**config.mk**
```make
export PLATFORM = sky130hd
export DESIGN_NAME = cam_file_param
export DESIGN_NICKNAME = d
export VERILOG_FILES = /design/src/rtl/cam_pkg.sv /design/src/rtl/cam_prio_enc.sv /design/src/rtl/cam_file_param.sv
export SDC_FILE = /design/constraint.sdc
export NUM_CORES = 1
export LEC_CHECK = 0
export BUFFER_PORTS_ARGS = -buffer_cell sky130_fd_sc_hd__buf_2
export CORE_MARGIN = 2
export CORE_UTILIZATION = 60
export CTS_CLUSTER_DIAMETER = 60
export DETAILED_ROUTE_END_ITERATION = 10
export GPL_ROUTABILITY_DRIVEN = 0
export HOLD_SLACK_MARGIN = 0.03
export PLACE_DENSITY = 0.85
export SYNTH_ARGS = -nofsm -noshare
export SYNTH_HDL_FRONTEND = slang
export SYNTH_HIERARCHICAL = 1
export SYNTH_SLANG_ARGS = --single-unit
export TNS_END_PERCENT = 5
```
**constraint.sdc**
```tcl
create_clock -name clk -period 6.4 [get_ports clk]
set_input_delay 0.64 -clock clk [delete_from_list [all_inputs] [get_ports clk]]
set_output_delay 0.64 -clock clk [all_outputs]
set_load 0.05 [all_outputs]
```
**src/rtl/cam_pkg.sv**
```systemverilog
// Shared types and helpers for the parametrised CAM file.
// Index width and lowest-set-bit encoding used by every CAM encoder.
package cam_pkg;

  localparam int MAX_DEPTH = 256;
  localparam int MAX_IDX_W = 8;

  typedef logic [MAX_IDX_W-1:0] cam_idx_t;

  function automatic int idx_w(input int depth);
    return (depth > 2) ? $clog2(depth) : 1;
  endfunction

  function automatic cam_idx_t lowest_set(
    input logic [MAX_DEPTH-1:0] vec
  );
    cam_idx_t idx;
    idx = '0;
    for (int i = MAX_DEPTH - 1; i >= 0; i--) begin
      if (vec[i]) idx = cam_idx_t'(i);
    end
    return idx;
  endfunction

endpackage

```
**src/rtl/cam_prio_enc.sv**
```systemverilog
// Lowest-index priority encoder over a DEPTH-bit vector.
// Reports whether any bit is set and the lowest set position.
module cam_prio_enc
  import cam_pkg::*;
#(
  parameter int DEPTH = 8,
  parameter int IW    = idx_w(DEPTH)
) (
  input  logic [DEPTH-1:0] vec,
  output logic             found,
  output logic [IW-1:0]    idx
);

  cam_idx_t full_idx;

  assign found    = |vec;
  assign full_idx = lowest_set(MAX_DEPTH'(vec));
  assign idx      = full_idx[IW-1:0];

  if (IW < MAX_IDX_W) begin : g_sink
    logic sink_unused;
    assign sink_unused = ^full_idx[MAX_IDX_W-1:IW];
  end

endmodule

```
**src/rtl/cam_file_param.sv**
```systemverilog
// Parametrised CAM file: registered lookup, handshaked insert with
// duplicate suppression, optional round-robin replace, delete, flush.
module cam_file_param
  import cam_pkg::*;
#(
  parameter int DATA_W     = 4,
  parameter int DEPTH      = 8,
  parameter int REPLACE_EN = 0,
  localparam int IW        = idx_w(DEPTH),
  localparam int OW        = $clog2(DEPTH + 1)
) (
  input  logic                    clk,
  input  logic                    rst_n,
  input  logic                    lookup_valid,
  input  logic [DATA_W-1:0]       lookup_key,
  output logic                    hit_valid,
  output logic                    hit,
  output logic [IW-1:0]           hit_idx,
  input  logic                    ins_valid,
  input  logic [DATA_W-1:0]       ins_key,
  output logic                    ins_ready,
  output logic                    ins_ack,
  output logic                    ins_dup,
  output logic [IW-1:0]           ins_idx,
  input  logic                    del_valid,
  input  logic [DATA_W-1:0]       del_key,
  input  logic                    flush,
  output logic [OW-1:0]           occupancy,
  output logic                    full,
  output logic [DEPTH*DATA_W-1:0] entries
);

  logic [DEPTH-1:0][DATA_W-1:0] keys;
  logic [DEPTH-1:0] valid;
  logic [IW-1:0]    victim;

  logic [DEPTH-1:0] lk_vec, dup_vec, del_hits;
  logic [DEPTH-1:0] free_vec, adj_vec;
  logic             lk_found, dup_found;
  logic             free_found, adj_found;
  logic [IW-1:0]    lk_idx, dup_idx, free_idx, adj_idx;

  logic             accept, has_free;
  logic             write_new, write_rep, wr_en;
  logic [IW-1:0]    free_slot, wr_idx, res_idx;
  logic [OW-1:0]    del_cnt, occ_next;

  // Dup check ignores entries this cycle's delete removes.
  always_comb begin
    lk_vec   = '0;
    dup_vec  = '0;
    del_hits = '0;
    del_cnt  = '0;
    for (int i = 0; i < DEPTH; i++) begin
      lk_vec[i]   = valid[i] && keys[i] == lookup_key;
      del_hits[i] = del_valid && valid[i]
                    && keys[i] == del_key;
      dup_vec[i]  = valid[i] && !del_hits[i]
                    && keys[i] == ins_key;
      del_cnt     = del_cnt + OW'(del_hits[i]);
    end
  end

  assign free_vec = ~valid;
  assign adj_vec  = ~valid | del_hits;

  cam_prio_enc #(.DEPTH(DEPTH), .IW(IW)) u_lk (
    .vec(lk_vec), .found(lk_found), .idx(lk_idx)
  );

  cam_prio_enc #(.DEPTH(DEPTH), .IW(IW)) u_dup (
    .vec(dup_vec), .found(dup_found), .idx(dup_idx)
  );

  cam_prio_enc #(.DEPTH(DEPTH), .IW(IW)) u_free (
    .vec(free_vec), .found(free_found), .idx(free_idx)
  );

  cam_prio_enc #(.DEPTH(DEPTH), .IW(IW)) u_adj (
    .vec(adj_vec), .found(adj_found), .idx(adj_idx)
  );

  assign full      = occupancy == OW'(DEPTH);
  assign ins_ready = !flush && !(full && REPLACE_EN == 0);
  assign accept    = ins_valid && ins_ready;

  assign has_free  = del_valid ? adj_found : free_found;
  assign free_slot = del_valid ? adj_idx : free_idx;

  assign write_new = accept && !dup_found && has_free;
  assign write_rep = accept && !dup_found && !has_free;
  assign wr_en     = write_new || write_rep;
  assign wr_idx    = write_rep ? victim : free_slot;
  assign res_idx   = dup_found ? dup_idx : wr_idx;

  assign occ_next  = occupancy - del_cnt + OW'(write_new);
  assign entries   = keys;

  always_ff @(posedge clk or negedge rst_n) begin
    if (!rst_n) begin
      keys      <= '0;
      valid     <= '0;
      victim    <= '0;
      occupancy <= '0;
      hit_valid <= 1'b0;
      hit       <= 1'b0;
      hit_idx   <= '0;
      ins_ack   <= 1'b0;
      ins_dup   <= 1'b0;
      ins_idx   <= '0;
    end else begin
      hit_valid <= lookup_valid;
      hit       <= lookup_valid && lk_found;
      hit_idx   <= (lookup_valid && lk_found) ? lk_idx : '0;
      ins_ack   <= accept;
      ins_dup   <= accept && dup_found;
      ins_idx   <= accept ? res_idx : '0;
      if (flush) begin
        valid     <= '0;
        victim    <= '0;
        occupancy <= '0;
      end else begin
        valid     <= valid & ~del_hits;
        occupancy <= occ_next;
        if (wr_en) begin
          valid[wr_idx] <= 1'b1;
          keys[wr_idx]  <= ins_key;
        end
        if (write_rep) victim <= victim + 1'b1;
      end
    end
  end

endmodule

```
After elaboration in Yosys (flattened, before gate mapping)
Index checks and enable logic that the tools add are counted.
{"block": "totals", "ff_bits": 57, "inputBits": 18, "output_inout_bits": 48, "word_cells": 175}
{"block": "op_classes", "addsub": 10, "n_lt_le_gt_ge": 2, "n_eq_ne": 25, "mux": 48, "bitwise": 6, "reduce_logical": 67}
{"operator": "3-bit two-way mux", "count": 39}
{"operator": "4-bit == test", "count": 24}
{"operator": "1-bit logical AND", "count": 48}
{"operator": "32-bit bitwise mux", "count": 1}
{"operator": "8-bit OR reduction", "count": 4}
{"operator": "4-bit by 1-bit adder with 4-bit output", "count": 5}
{"operator": "8-bit two-way mux", "count": 2}
{"operator": "8-bit inverter", "count": 2}
{"operator": "8-bit bitwise OR", "count": 2}
{"operator": "4-bit demux with 3-bit select", "count": 1}
{"operator": "1-bit zero test", "count": 12}
{"operator": "8-bit bitwise AND", "count": 1}
{"operator": "4-bit two-way mux", "count": 2}
{"operator": "3-bit by 1-bit adder with 4-bit output", "count": 1}
{"operator": "4-bit == test, second input constant", "count": 1}
{"operator": "3-bit by 4-bit less-than comparator with 1-bit output, second input constant", "count": 1}
{"operator": "4-bit subtractor", "count": 1}
{"operator": "2-bit by 1-bit adder with 3-bit output", "count": 1}
{"operator": "3-bit by 1-bit adder with 3-bit output, second input constant", "count": 1}
{"operator": "1-bit demux with 3-bit select", "count": 1}
{"operator": "3-bit by 1-bit greater-or-equal comparator with 1-bit output, second input constant", "count": 1}
{"operator": "1-bit by 1-bit adder with 2-bit output", "count": 1}
{"operator": "1-bit two-way mux", "count": 2}
{"operator": "2-bit AND reduction", "count": 1}
{"operator": "other kinds (3)", "count": 3}

Longest topological paths before layout
{"block": "logic_depth", "ltp_word": 20, "ltp_mapped": 17, "ltp_nobuf": 15}

Cells and area by module
Netlist, hierarchy kept.
{"module": "cam_file_param", "instances": 1, "cells_per_inst": 371, "area_each_um2": 3927.5}
{"module": "cam_prio_enc", "instances": 4, "cells_per_inst": 13, "area_each_um2": 81.3}

Worst setup path before layout
OpenSTA, ideal clock, no wires.
{"block": "synth_timing", "kind": "input to register", "from": "input port del_key[0]", "to": "register occupancy[3]", "setup_ns": 0.132, "arrival_time_ns": 4.147, "required_ns": 6.268, "setup_slack_ns": 2.121, "path_stages": 15, "n_path_buf": 1, "cell_sequence": "clkbuf_1 -> inv_1 -> a222oi_1 -> nand4_1 -> fa_1 -> inv_1 -> fa_1 -> fa_1 -> inv_1 -> fa_1 -> ha_1 -> ha_1 -> xor2_1 -> xnor2_1 -> nor2_1"}
{"block": "synth_between", "elab_chain_cells": 12, "elab_cells_between_ends": 57, "cone_classes": "add/sub: 9; eq/ne: 8; mux: 2; bitwise: 1; reduce/logical: 37"}
{"item": "start: declaration", "line": "cam_file_param.sv:26", "text": "input logic [DATA_W-1:0] del_key,"}
{"item": "4-bit == test", "line": "cam_file_param.sv:57", "text": "&& keys[i] == del_key;"}
{"item": "1-bit logical AND", "line": "cam_file_param.sv:57"}
{"item": "1-bit by 1-bit adder with 2-bit output", "line": "cam_file_param.sv:60", "text": "del_cnt = del_cnt + OW'(del_hits[i]);"}
{"item": "2-bit by 1-bit adder with 3-bit output", "line": "cam_file_param.sv:60"}
{"item": "3-bit by 1-bit adder with 4-bit output", "line": "cam_file_param.sv:60"}
{"item": "4-bit by 1-bit adder with 4-bit output (4 in a row)", "line": "cam_file_param.sv:60"}
{"item": "4-bit subtractor", "line": "cam_file_param.sv:96", "text": "assign occ_next = occupancy - del_cnt + OW'(write_new);"}
{"item": "4-bit by 1-bit adder with 4-bit output *", "line": "cam_file_param.sv:96"}
{"item": "4-bit two-way mux *", "line": "cam_file_param.sv:118", "text": "if (flush) begin"}
{"item": "end signal: assignment", "line": "cam_file_param.sv:124", "text": "occupancy <= occ_next;"}
{"item": "end: declaration", "line": "cam_file_param.sv:28", "text": "output logic [OW-1:0] occupancy,"}
Every way passes the cells marked *; elsewhere a longest branch is shown, timed or not.
A chain may end at the register's enable or synchronous reset.

Worst setup path in the final report
{"block": "layout_timing", "from": "input port del_valid", "to": "register keys (netlist bit entries[5])"}
{"block": "layout_between", "elab_cells_between_ends": 67, "cone_classes": "order compare: 2; mux: 14; bitwise: 1; reduce/logical: 50"}
{"item": "start: declaration", "line": "cam_file_param.sv:25", "text": "input logic del_valid,"}
{"item": "1-bit logical AND *", "line": "cam_file_param.sv:56", "text": "del_hits[i] = del_valid && valid[i]"}
{"item": "1-bit logical AND *", "line": "cam_file_param.sv:57"}
{"item": "8-bit bitwise OR *", "line": "cam_file_param.sv:65", "text": "assign adj_vec = ~valid | del_hits;"}
{"item": "via adj_vec[4]", "line": "cam_file_param.sv:38", "text": "logic [DEPTH-1:0] free_vec, adj_vec;"}
{"item": "3-bit two-way mux (5 in a row)", "line": "cam_pkg.sv:20", "text": "if (vec[i]) idx = cam_idx_t'(i);"}
{"item": "3-bit two-way mux", "line": "cam_file_param.sv:88", "text": "assign free_slot = del_valid ? adj_idx : free_idx;"}
{"item": "3-bit two-way mux", "line": "cam_file_param.sv:93", "text": "assign wr_idx = write_rep ? victim : free_slot;"}
{"item": "3-bit by 4-bit less-than comparator with 1-bit output (implied by the code) / 3-bit by 1-bit greater-or-equal comparator with 1-bit output (equally long branches)", "line": "cam_file_param.sv:127", "text": "keys[wr_idx] <= ins_key;"}
{"item": "1-bit logical AND (implied by the code)", "line": "cam_file_param.sv:127"}
{"item": "4-bit two-way mux (implied by the code)", "line": "cam_file_param.sv:127"}
{"item": "4-bit demux with 3-bit select", "line": "cam_file_param.sv:127"}
{"item": "32-bit bitwise mux", "line": "cam_file_param.sv:127"}
{"item": "end signal: indexed assignment", "line": "cam_file_param.sv:127"}
{"item": "end: declaration", "line": "cam_file_param.sv:33", "text": "logic [DEPTH-1:0][DATA_W-1:0] keys;"}
The timed path passes the listed nets; every way through them passes the cells marked *.

==> impl_metrics.tcl <==
set metrics [dict create \
    ys_top_cells_by_area "dfrtp_1 (34%), xnor2_1 (14%), mux2_2 (8.5%)" \
    netSwitchingPower_mw 0.484 \
    slowest_stage "o41ai_1" \
    syn-instance-count 423 \
    reg2reg_from "entries[18]$_DFFE_PN0P_" \
    grt_start_max_net_pins 58 \
    yosysTopAreaCellShare 0.335 \
    slew_headroom 0.256 \
    cp_top_family "simple AND/OR/NAND/NOR gates" \
    boundaryPins 66 \
    grt_pass1_wl_um 17300 \
    yosysMostFrequentCell "xnor2_1" \
    grt_pass1_vias 3270 \
    post_drt_wl_per_cell_um 18.8 \
    start_kind "input pin" \
    async_flop_share 1.00 \
    die_h_um 88.2 \
    period_share 0.712 \
    drt_iter0_drc 372 \
    grt_use_total 0.295 \
    synth_nets 455 \
    status "completed" \
    cts.htree.levels 3 \
    power_leakage_nw 2.22 \
    cap_viol_max_count 0 \
    initial_utilization 0.623 \
    dieArea_sq_um 7780 \
    rows 30 \
    ys_warn_count 6 \
    drt-total-wl_um 10900 \
    yosys_register_bits 57 \
    use_met3 0.0669 \
    setup_violations 0 \
    ys_top_cells_by_count "xnor2_1 (66), dfrtp_1 (57), mux2_2 (32), xor2_1 (28), inv_1 (27)" \
    swShare 0.394 \
    netlist_area_sq_um 4250 \
    p_per_area_nw_per_um2 255 \
    synth_area_leader_cell "dfrtp_1" \
    gr-usage-met1 0.393 \
    vias_per_cell 6.13 \
    placed_cells 565 \
    drtAntennaViolNets 0 \
    startpoint "del_valid" \
    fill_cells 517 \
    intPower_mw 0.744 \
    path_clk_slew_ns 0.06 \
    pwr-share-seq 0.378 \
    setup-tns-final_ns 0 \
    drive_above_1_share 0.256 \
    cp.required_ns 6.62 \
    synth_ff_type "dfrtp_1" \
    diodes 0 \
    grt.overflow.total 0 \
    cts_inserted_buffers 9 \
    finalNonFillerCells 580 \
    peakVddDrop_v 0.000249 \
    clock_latency_ns 0.34 \
    grt_antenna_before_repair 0 \
    cts.repair.resized 0 \
    p_total_mw 1.23 \
    synthToLayoutAreaGrowth_pct 13.3 \
    hold_slack_ns 0.426 \
    post-route-util 0.705 \
    cts_num_sinks 57 \
    ctsHoldBuffers 0 \
    post_cts_buffers 0 \
    drt_first_pass_iters 9 \
    drc 0 \
    tightestPinTransition_ns 1.10 \
    met2_usage 0.463 \
    num_vias 3553 \
    fin_worst_skew_ns 0.00945 \
    cts_tree "built" \
    endpoint_kind "flop" \
    comb_power_share 0.343 \
    cp_cell_sequence "buf_2 > nand2_1 > o41ai_1 > nor2_1 > nor4_2 > nand3_1 > nor3b_1 > nor2b_1 > nand4b_1 > mux2_2" \
    core_area_sq_um 6830 \
    crit_type "input pin to flop" \
    p_clk_frac 0.278 \
    die_w_um 88.2 \
    path_max_fanout 15 \
    finalCriticalPeriod_ns 4.56 \
    synth_edf_count 0 \
    clockBufferDepth 2 \
    fmax_ghz 0.220 \
    io_buffers 65 \
    max_stage_delay_ns 0.84 \
    place_hpwl_um 8040 \
    synth_cell_types 41 \
    crit_buf_inv 1 \
    slew_viol_final 0 \
    syn_area_per_cell_sq_um 10.1 \
    hold_viol_final 0 \
    yosysSeqAreaShare 0.335 \
    rsz0062_at_grt "false" \
    busiest_layer "met2" \
    cp.arrival_ns 4.77 \
    nets 512 \
    root_buffer "clkbuf_8" \
    hp-class "input pin to asynchronous set/reset pin" \
]
## registers in the layout, summed over array words and instances (netlist names)
name,count
occupancy,4
victim,3
valid,8
ins_dup,1
hit_idx,3
hit_valid,1
hit,1
entries,32
ins_idx,3
ins_ack,1
## power by group through the flow
stage | registers [mW] | logic (mW) | clock network, mW
floorplan | 0.580 | 0.207 | 0
global placement | 0.466 | 0.409 | 0
detailed placement | 0.469 | 0.419 | 0
CTS | 0.463 | 0.421 | 0.344
global route | 0.471 | 0.448 | 0.362
finish | 0.464 | 0.422 | 0.342
## cell type report
cell class | count | area [sq um] | area share
multi-input cells | 319 | 2640 | 0.548
flip-flops and latches | 57 | 1430 | 0.296
repair buffers | 66 | 333 | 0.0691
clock buffers | 12 | 155 | 0.0322
well taps | 96 | 120 | 0.0249
inverters | 27 | 101 | 0.0210
clock inverters | 3 | 40.0 | 0.00831
## logic make-up after synthesis
logic type | synth area share
and+or+nand+nor | 0.169
buffers and inverters | 0.0432
DFF | 0.335
muxes | 0.117
xor gates and xnor gates | 0.194
adders and majority gates | 0.0518
AOI/OAI and AO/OA | 0.0903
## worst reg2reg max path, stage by stage (launching register included)
cell and delay (ns):
dfrtp_1 0.47, xor2_1 0.20, o41ai_1 0.94, nor2_1 0.22, nor4_2 0.37, nand3_1 0.26, nor3b_1 0.37, nor2b_1 0.73
nand4b_1 0.46, mux2_2 0.41
## metrics by stage
step | worst slack (ns) | area, sq um
floorplan | 2.12 | 4250
global placement | 1.89 | 4620
detailed placement | 1.64 | 4620
CTS | 1.98 | 4820
global route | 1.50 | 4820
finish | 1.84 | 4820
## path summary, 6_finish.rpt
path / to / slack [ns] / cells past startpoint
setup reg to reg: entries[5]$_DFFE_PN0P_ / 1.88 / 9
hold / removal: occupancy[3]$_DFF_PN0_ / 0.43 / 2
min in group clk: hit_valid$_DFF_PN0_ / 0.44 / 1
setup / recovery: entries[5]$_DFFE_PN0P_ / 1.84 / 10
hold reg to reg: victim[2]$_DFFE_PN0P_ / 0.56 / 1
max in group asynchronous: entries[15]$_DFFE_PN0P_ / 5.46 / 2
## placed cells by master, fill, tap and decap left out, drive strengths merged, types with 10 or more instances in the layout
cell type and n:
inv 27, buf 66, nand2 17, clkbuf 12, xnor2 66, nor2b 11, nor2 25, dfrtp 57
xor2 28, nand4 12, o41ai 10, mux2i 10, nand3 14, a21oi 13, nor4 12, mux2 32
## per-layer routing
metal | vias up | share of wire
met4 | 0 | 0.037
met1 | 1695 | 0.41
met2 | 218 | 0.47
met3 | 42 | 0.084
met5 | - | 0
li1 | 1598 | -
(Power assumes the default switching activity.)
